File: src/rtl/sync_hs_receiver.sv
// Receiver bridging a self-timed 4-phase pipeline into the clocked domain:
// synchronizes the request, acknowledges each token once and buffers it in a FIFO.
module sync_hs_receiver #(
    parameter int WIDTH       = 8,
    parameter int DEPTH       = 4,
    parameter int SYNC_STAGES = 2
) (
    input  logic             clk,
    input  logic             rst_n,
    input  logic             lr,
    input  logic [WIDTH-1:0] ld,
    output logic             la,
    output logic [WIDTH-1:0] out_data,
    output logic             out_valid,
    input  logic             out_ready,
    output logic             full,
    output logic [15:0]      tok_count
);

    localparam int PW = $clog2(DEPTH);
    localparam int CW = $clog2(DEPTH + 1);

    typedef enum logic [1:0] {
        SETTLE = 2'd0,
        IDLE   = 2'd1,
        ACK    = 2'd2
    } state_t;

    state_t                 state_q;
    logic                   la_q;
    logic [SYNC_STAGES-1:0] sync_q;
    logic                   lr_s;
    logic                   push_s;
    logic                   pop_s;

    logic [WIDTH-1:0]       mem_q [DEPTH];
    logic [PW-1:0]          wr_ptr_q, wr_ptr_d;
    logic [PW-1:0]          rd_ptr_q, rd_ptr_d;
    logic [CW-1:0]          count_q, count_d;
    logic                   valid_q;
    logic                   full_q;
    logic [15:0]            tok_count_q;
    logic [15:0]            tok_count_d;

    // Request synchronizer; flops reset high so a request held across reset reads as busy.
    always_ff @(posedge clk or negedge rst_n) begin
        if (!rst_n) begin
            sync_q <= {SYNC_STAGES{1'b1}};
        end else begin
            sync_q <= {sync_q[SYNC_STAGES-2:0], lr};
        end
    end

    assign lr_s   = sync_q[SYNC_STAGES-1];
    assign push_s = (state_q == IDLE) && lr_s && !full_q;
    assign pop_s  = valid_q && out_ready;

    // Handshake FSM with the acknowledge registered alongside the state.
    always_ff @(posedge clk or negedge rst_n) begin
        if (!rst_n) begin
            state_q <= SETTLE;
            la_q    <= 1'b0;
        end else begin
            case (state_q)
                SETTLE: begin
                    la_q    <= 1'b0;
                    state_q <= lr_s ? SETTLE : IDLE;
                end
                IDLE: begin
                    if (push_s) begin
                        state_q <= ACK;
                        la_q    <= 1'b1;
                    end else begin
                        state_q <= IDLE;
                        la_q    <= 1'b0;
                    end
                end
                ACK: begin
                    if (!lr_s) begin
                        state_q <= IDLE;
                        la_q    <= 1'b0;
                    end else begin
                        state_q <= ACK;
                        la_q    <= 1'b1;
                    end
                end
                default: begin
                    state_q <= SETTLE;
                    la_q    <= 1'b0;
                end
            endcase
        end
    end

    // FIFO next-state; push is already gated by full, pop by valid.
    always_comb begin
        wr_ptr_d = wr_ptr_q;
        rd_ptr_d = rd_ptr_q;
        count_d  = count_q;
        if (push_s) begin
            wr_ptr_d = wr_ptr_q + PW'(1);
        end else begin
            wr_ptr_d = wr_ptr_q;
        end
        if (pop_s) begin
            rd_ptr_d = rd_ptr_q + PW'(1);
        end else begin
            rd_ptr_d = rd_ptr_q;
        end
        case ({push_s, pop_s})
            2'b10:   count_d = count_q + CW'(1);
            2'b01:   count_d = count_q - CW'(1);
            default: count_d = count_q;
        endcase
    end

    assign tok_count_d = push_s ? (tok_count_q + 16'd1) : tok_count_q;

    // FIFO control state; status flags are registered from the next occupancy.
    always_ff @(posedge clk or negedge rst_n) begin
        if (!rst_n) begin
            wr_ptr_q    <= '0;
            rd_ptr_q    <= '0;
            count_q     <= '0;
            valid_q     <= 1'b0;
            full_q      <= 1'b0;
            tok_count_q <= 16'd0;
        end else begin
            wr_ptr_q    <= wr_ptr_d;
            rd_ptr_q    <= rd_ptr_d;
            count_q     <= count_d;
            valid_q     <= (count_d != CW'(0));
            full_q      <= (count_d == CW'(DEPTH));
            tok_count_q <= tok_count_d;
        end
    end

    // Storage array; stale entries are unreachable once the pointers reset.
    always_ff @(posedge clk) begin
        if (push_s) begin
            mem_q[wr_ptr_q] <= ld;
        end
    end

    assign la        = la_q;
    assign out_data  = mem_q[rd_ptr_q];
    assign out_valid = valid_q;
    assign full      = full_q;
    assign tok_count = tok_count_q;

endmodule

File: config.mk
export PLATFORM = sky130hd
export DESIGN_NAME = sync_hs_receiver
export DESIGN_NICKNAME = d
export VERILOG_FILES = /design/src/rtl/sync_hs_receiver.sv
export SDC_FILE = /design/constraint.sdc
export NUM_CORES = 1
export LEC_CHECK = 0
export CORE_ASPECT_RATIO = 0.7
export CORE_MARGIN = 4
export CORE_UTILIZATION = 55
export DETAILED_ROUTE_END_ITERATION = 7
export DONT_BUFFER_PORTS = 1
export PLACE_DENSITY = 0.7
export REMOVE_ABC_BUFFERS = 1
export SKIP_LAST_GASP = 1
export SLEW_MARGIN = 5
export SYNTH_ARGS = -nofsm -noshare
export SYNTH_HDL_FRONTEND = slang
export SYNTH_SLANG_ARGS = --single-unit
File: constraint.sdc
create_clock -name clk -period 4.3 [get_ports clk]
set_input_delay 0.86 -clock clk [delete_from_list [all_inputs] [get_ports clk]]
set_output_delay 0.86 -clock clk [all_outputs]
set_load 0.05 [all_outputs]
==> results.md, run 1 <==
* Cell area after synthesis at 2654 µm²
* Slowest CP cell: and3b_1
* DR pass1 iterations at 4
* Via/cell ratio at 5.693
* Core Util, Final at 0.6431
* CTS resizes at 0
* RSZ-0062 raised after global routing: false
* Post-synthesis cell type count at 34
* CTS Sinks at 62
* WP buf/inv at 1
* Crit path DAT at 3000 ps
* Fin crit share at 0.6497
* Final Skew at 4.316 ps
* DP Worst Slack at 1597 ps
* Syn_area_per_cell at 15.43 µm²
* CP Depth at 9
* Pin slew with the least headroom to its limit at 682.3 ps
* Synth warnings at 0
* Slew Viols, Final at 0
* Total Neg Setup Slack at 0 ps
* # diodes at 0
* Worst-path clk slew at 60 ps
* Inserted Clock Buffers at 9
* Post-Route WL at 4307 µm
* Max-Cap Viols at 0
* Leakage power at 0.001154 µW
* Path depth of the worst reg2reg path at 9
* Global route overflow at 0
* Hold Violations, Final at 0
* Vias at 1355
* Crit. End Element: register
* Fmax at 0.3580 GHz
* CP startpoint kind: register
* Die area at 6018 µm²
* First-pass GRT wire length at 7038 µm
* Post-CTS setup buffer count at 0
* Peak supply drop at 0.3184 mV
* Worst Setup SP: state_q[1]
* DR WL/cell at 18.10 µm
* Clock tree buffer depth at 2
* FF-to-FF End: out_valid
* Power per standard cell area at 703.8 nW/µm²
* Number of synthesized flops with an enable pin at 32
* DP Wirelength at 2976 µm
* Nets@finish at 200
* Die Width at 91.03 µm
* Clock Tree Root: clkbuf_8
* GP Congestion at 0.7281
* Ys flop type: edfxtp_1
* DRC at 0
* Skew-Pair Late Insertion Delay at 330 ps
* Crit-path cells: inv_1, ha_1, and3b_1, nor2_1, fa_1, xor2_1, nand3_1, o21ai_0, a21oi_1
* Vias in the first global route at 1368
* Ports at 39
* Layout cells sized above 1 at 0.1749
* Register-to-register setup slack at 1510 ps
* Register area share after synthesis at 0.6459
* Pin count of the biggest net entering global routing at 31
* PortBufs at 0
* Initial antenna violation count at 0
* Critical path's top delay family: simple AND/OR/NAND/NOR gates
* Crit path max fanout at 18
* DIE HEIGHT at 66.12 µm
* CTS H-tree depth at 3
* Share of the synthesized area in the top cell type at 0.3621
* Post-DRT Antenna Nets at 0
* Cells after synthesis at 172
* Flops & latches, synth at 62
* Post-synth ARST share at 0.4839
* Leading area contributor after synthesis: edfxtp_1
* DR iter-0 viols at 81
* Reg2reg start: state_q[1]
* Initial Utilization at 0.5892
* Tightest Hold Check Type: in2async
* Setup crit end: out_valid
* Row cnt at 20
* Max transition margin at 0.5451
* Setup violators final at 0
* Status: finished, final reports clean
* Total GRT Usage at 0.1627
* WS Path Type: reg2reg
* CTS Hold Bufs at 0
* Area Growth Syn to Fin at 9.147%
* Final worst setup slack at 1506 ps
* Largest stage delay on the critical path at 630 ps
* CP required at 4510 ps
* Synth top area cells: edfxtp_1, dfrtp_1, mux4_2, xnor2_1, ha_1
* Core ar. at 4504 µm²
* CTS tree: done
* Final min period at 2794 ps
synthesized netlist by cell type (2+ instances only):
master	instances
clkbuf_1	2
xor2_1	7
xnor2_1	15
dfstp_2	2
nor2b_1	2
dfrtp_1	28
and3_1	2
a21oi_1	3
buf_2	2
edfxtp_1	32
nand3_1	4
nor3_1	3
nor4_4	2
o21ai_0	6
mux4_2	8
nor2_1	5
and2_1	4
inv_1	5
and4_1	2
ha_1	9
nand2_1	14
nand4_1	3
state kept, by name, indices dropped and copies added, names as in the netlist:
name and cells:
wr_ptr_q 2, tok_count 16, mem_q 32, state_q 2, sync_q 2, la 1
count_q 3, out_valid 1, full 1, rd_ptr_q 2
report_power, final:
group          switching (µW)  total [µW]  internal, µW
combinational             357         575           217
sequential                239         972           733
clock                     200         492           293
total                     796        2040          1240
metrics by stage:
step                      power [µW]  hold WS (ps)  instance area (µm²)  instances
after detailed placement        1555         347.5                 2698        222
final                           2039         220.7                 2897        238
after floorplan                 1447         345.2                 2629        167
after global placement          1524         348.2                 2698        222
after CTS                       2059         202.7                 2897        238
after global routing            2154         184.4                 2897        238
routing by layer:
layer  global-route usage  vias to the layer above  part of all wire
li1                     -                      635                 -
met1               0.2096                      678              0.47
met2               0.2310                       40              0.45
met3              0.08874                        2             0.075
met4              0.06203                        0            0.0039
met5                    0                        -                 0
worst register-to-register path: cells and delay by family, from the launching register on:
| kind | cells | cell delay, ps |
|---|---|---|
| simple gates | 3 | 890 |
| buf+inv | 1 | 100 |
| fa+ha+maj | 2 | 730 |
| flops | 1 | 400 |
| compound gates | 2 | 300 |
| xor+xnor | 1 | 250 |
cell usage in the layout, fill, tap and decap left out, drive strengths merged:
cell	count
and2	4
nor3	4
nor2b	2
nand4b	1
fa	1
dfrtp	28
nor2	5
bufinv	1
and4	2
edfxtp	32
o21ai	6
nand2	14
nand3	6
nand3b	1
and3b	1
inv	5
mux4	8
mux2	1
xnor2	16
ha	9
clkbuf	11
a21oi	3
nor4	3
dfstp	2
xor2	7
nand4	3
a31oi	1
and3	2
clkinv	4
area by class of cell:
type	count	area [µm²]
Inverter	5	18.77
Sequential cell	62	1714
Clock inverter	5	47.55
Clock buffer	11	151.4
Multi-Input combinational cell	100	895.9
Fill cell	319	1608
Tap cell	55	68.82
cell families (layout without fill, tap and decap cells):
logic type	Yosys count	in the layout	share of synthesized area
flops	62	62	0.6459
simple gates	48	48	0.1160
xor+xnor	23	23	0.07874
fa+ha+maj	10	10	0.04998
compound gates	10	10	0.01933
buf+inv	10	21	0.01650
mux	9	9	0.07355
worst min path at each step:
stage / from / endpoint / slack, ps / depth (start not counted)
finish: rst_n / count_q[2] / 220 / 0
global route: rst_n / count_q[2] / 180 / 0
CTS: rst_n / rd_ptr_q[0] / 200 / 0
detailed placement: sync_q[0] / sync_q[1] / 350 / 0
global placement: sync_q[0] / sync_q[1] / 350 / 0
floorplan: sync_q[0] / sync_q[1] / 350 / 0
Power figures use the tool's default switching activity.
==> run 2: changes to the inputs <==
- clock period: 4.3 -> 2.7 ns (I/O delays scaled with it)
==> results.md, run 2 (synthesis results as in run 1) <==
* Status: finished, final reports clean
* CTS resizes at 0
* Total Neg Setup Slack at 0 ps
* Global route overflow at 0
* DR iter-0 viols at 68
* Worst Setup SP: rd_ptr_q[0]
* Pin count of the biggest net entering global routing at 29
* First-pass GRT wire length at 7866 µm
* Core ar. at 4504 µm²
* Vias at 1436
* CP startpoint kind: register
* Peak supply drop at 0.5099 mV
* DR WL/cell at 18.93 µm
* Initial antenna violation count at 0
* RSZ-0062 raised after global routing: false
* Setup crit end: out_data[6]
* DRC at 0
* Final min period at 2352 ps
* Via/cell ratio at 5.837
* Met1 usage at 0.2214
* DR pass1 iterations at 4
* Core Util, Final at 0.6511
* Worst-path clk slew at 60 ps
* Clock tree buffer depth at 2
* Leakage power at 0.001179 µW
* Slew Viols, Final at 0
* DP Wirelength at 3223 µm
* CP required at 2160 ps
* WP buf/inv at 0
* Nets@finish at 208
* Vias in the first global route at 1530
* Tightest Hold Check Type: in2async
* Row cnt at 20
* Initial Utilization at 0.5892
* Setup violators final at 0
* CP Depth at 1
* Fin crit share at 0.8710
* Fmax at 0.4252 GHz
* Register-to-register setup slack at 480 ps
* Pin slew with the least headroom to its limit at 631.4 ps
* Slowest CP cell: mux4_2
* CTS tree: done
* CTS Sinks at 62
* Path depth of the worst reg2reg path at 7
* PortBufs at 0
* Top reg by flops: mem_q
* Total GRT Usage at 0.1765
* Max transition margin at 0.5791
* Die Width at 91.03 µm
* Post-DRT Antenna Nets at 0
* Crit path DAT at 1810 ps
* Filler cell count at 327
* Clock Tree Root: clkbuf_8
* Crit. End Element: primary output
* FF-to-FF End: full
* WS Path Type: reg2out
* Power per standard cell area at 1092 nW/µm²
* Grt peak-use layer: met2
* Layout cells sized above 1 at 0.1990
* Met2 usage at 0.2841
* Skew-Pair Late Insertion Delay at 320 ps
* Max-Cap Viols at 0
* Crit path max fanout at 10
* Inserted Clock Buffers at 9
* Most frequent cells in the layout: edfxtp_1, dfrtp_1, xnor2_1, nand2_1, clkbuf_8
* CTS H-tree depth at 3
* Die area at 6018 µm²
* Commonest non-fill, non-tap cell in the layout: edfxtp_1
* Reg2reg start: full
* Post-Route WL at 4656 µm
* # diodes at 0
* GP Congestion at 0.8380
* Max reg flops at 32
* Area Growth Syn to Fin at 10.51%
* Largest stage delay on the critical path at 750 ps
* Ports at 39
* Critical path's top delay family: multiplexers
* Crit-path cells: mux4_2
* Final Skew at 6.797 ps
* Minimum hold slack at 28.76 ps
* Met3 Use GR at 0.07395
* DIE HEIGHT at 66.12 µm
* Hold Violations, Final at 0
run 2: cell count changes in the layout (fill, tap and decap cells not counted), sizes merged:
| cell | previous run | this run |
|---|---|---|
| buf | 0 | 8 |
| bufinv | 1 | 0 |
| clkbuf | 11 | 14 |
| clkinv | 4 | 2 |
run 2: timing repair:
| item | in CTS | in global routing |
|---|---|---|
| hold buffers | 1 | 0 |
| buffers inserted | 0 | 0 |
| hold endpoints to repair | 28 | 0 |
run 2: area by class of cell:
cell class	count	area (µm²)	share of cell area
sequential	62	1714	0.5845
timing repair buffer	8	72.57	0.02474
clock inverter	2	10.01	0.003413
multi-input combinational	100	895.9	0.3055
clock buffer	14	152.6	0.05205
tap	55	68.82	0.02346
inverter	5	18.77	0.006399
run 2: worst min path at each step:
stage	start	end	slack [ps]	depth (start not counted)
2_1_floorplan	rst_n	count_q[0]	240	0
3_5_place_dp	rst_n	tok_count[10]	250	0
6_report	rst_n	tok_count[10]	30	1
4_1_cts	rst_n	tok_count[10]	20	1
5_1_grt	rst_n	tok_count[10]	20	1
3_3_place_gp	rst_n	tok_count[9]	250	0
run 2: per-layer routing:
layer	wire length, µm	vias up
met5	0	-
met4	49	0
met3	281	5
met2	2218	46
met1	2106	735
li1	-	650
run 2: power breakdown:
| part | total, µW | leakage, µW | switching, µW | internal [µW] |
|---|---|---|---|---|
| combinational | 1140 | 0.000422 | 748 | 397 |
| clock | 667 | 0.0000844 | 311 | 356 |
| sequential | 1390 | 0.000672 | 221 | 1170 |
run 2: per-stage QoR:
stage / power [µW] / instances / setup WS [ps] / cell area, µm²
floorplan: 2305 / 167 / 307.1 / 2629
CTS: 3234 / 246 / 296.8 / 2933
detailed placement: 2541 / 229 / 484.6 / 2750
global placement: 2489 / 229 / 574.0 / 2750
finish: 3203 / 246 / 348.2 / 2933
global route: 3373 / 246 / 235.2 / 2933
==> run 3: changes to the inputs <==
- CORE_ASPECT_RATIO: 0.7 -> not set
==> results.md, run 3 (synthesis results as in run 1) <==
* Leakage power at 0.001184 µW
* Die Width at 77.46 µm
* Power per standard cell area at 1108 nW/µm²
* Post-DRT Antenna Nets at 0
* Layout cells sized above 1 at 0.2000
* Max reg flops at 32
* Crit path DAT at 1820 ps
* Fin crit share at 0.8726
* Most frequent cells in the layout: edfxtp_1, dfrtp_1, xnor2_1, nand2_1
* Path depth of the worst reg2reg path at 9
* CTS Hold Bufs at 1
* WS Path Type: reg2out
* Worst-path clk slew at 60 ps
* Tightest Hold Check Type: in2async
* PortBufs at 0
* Total Neg Setup Slack at 0 ps
* Initial Utilization at 0.5656
* # diodes at 0
* Total GRT Usage at 0.1678
* Setup violators final at 0
* CTS resizes at 0
* Nets@finish at 207
* Vias in the first global route at 1532
* Slew Viols, Final at 0
* Clock tree buffer depth at 2
* Clock Tree Root: clkbuf_8
* CP Depth at 1
* Global route overflow at 0
* Core ar. at 4692 µm²
* DIE HEIGHT at 77.46 µm
* GP Congestion at 0.7976
* Top reg by flops: mem_q
* Fmax at 0.4245 GHz
* Pin count of the biggest net entering global routing at 29
* Hold Violations, Final at 0
* Largest stage delay on the critical path at 760 ps
* Reg2reg start: state_q[1]
* DP Wirelength at 3098 µm
* Pin slew with the least headroom to its limit at 634.8 ps
* Critical path's top delay family: multiplexers
* CTS H-tree depth at 3
* Worst Setup SP: rd_ptr_q[0]
* Post-Route WL at 4505 µm
* CP required at 2160 ps
* Register-to-register setup slack at 510 ps
* Area Growth Syn to Fin at 10.84%
* FF-to-FF End: full
* Max transition margin at 0.5768
* Crit path max fanout at 10
* DR pass1 iterations at 4
* WP buf/inv at 0
* Total power at 3259 µW
* Core Util, Final at 0.6269
* Via/cell ratio at 5.730
* Initial antenna violation count at 0
* Slowest CP cell: mux4_2
* Ports at 39
* DR WL/cell at 18.46 µm
* Row cnt at 25
* Post-CTS setup buffer count at 0
* CTS Sinks at 62
* Crit-path cells: mux4_2
* CTS tree: done
* Max-Cap Viols at 0
* Die area at 6000 µm²
* Final Skew at 2.347 ps
* DR iter-0 viols at 55
* Crit. End Element: primary output
* Final Cell Area at 2942 µm²
* RSZ-0062 raised after global routing: false
* First-pass GRT wire length at 7548 µm
* Inserted Clock Buffers at 9
* CP startpoint kind: register
* DRC at 0
* Placed Instance Area at 2741 µm²
* Skew-Pair Late Insertion Delay at 330 ps
* Final min period at 2356 ps
* Commonest non-fill, non-tap cell in the layout: edfxtp_1
* Vias at 1398
* Setup crit end: out_data[3]
* Peak supply drop at 0.6090 mV
* Status: finished, final reports clean
[run 3: how the worst min path moves through the flow]
stage / start / to / cells after the start
2_1_floorplan: rst_n / count_q[0] / 0
3_3_place_gp: rst_n / tok_count[10] / 0
3_5_place_dp: rst_n / tok_count[9] / 0
4_1_cts: rst_n / tok_count[2] / 1
5_1_grt: rst_n / tok_count[12] / 1
6_report: rst_n / tok_count[12] / 1
[run 3: layer usage]
layer,global-route usage,part of all wire
met2,0.2746,0.52
met4,0.08541,0.020
met1,0.1968,0.41
met5,0,0
met3,0.05684,0.057
[run 3: final cells by class]
| type | instances | area (µm²) |
|---|---|---|
| flip-flops and latches | 62 | 1714 |
| clock inverters | 6 | 52.55 |
| repair buffers | 7 | 65.06 |
| inverters | 5 | 18.77 |
| multi-input cells | 100 | 895.9 |
| clock buffers | 10 | 127.6 |
| well taps | 54 | 67.56 |
| fillers | 348 | 1750 |
[run 3: per-stage QoR]
stage	hold slack (ps)	worst slack, ps	cells
finish	29.93	344.0	244
global route	18.02	238.6	244
CTS	18.22	301.9	244
detailed placement	245.5	528.2	227
global placement	245.8	587.0	227
floorplan	244.4	307.1	167
[run 3: where the power goes]
part	internal (µW)	total [µW]	switching, µW
clock	415	747	332
sequential	1170	1440	269
combinational	385	1080	691
total	1970	3260	1290
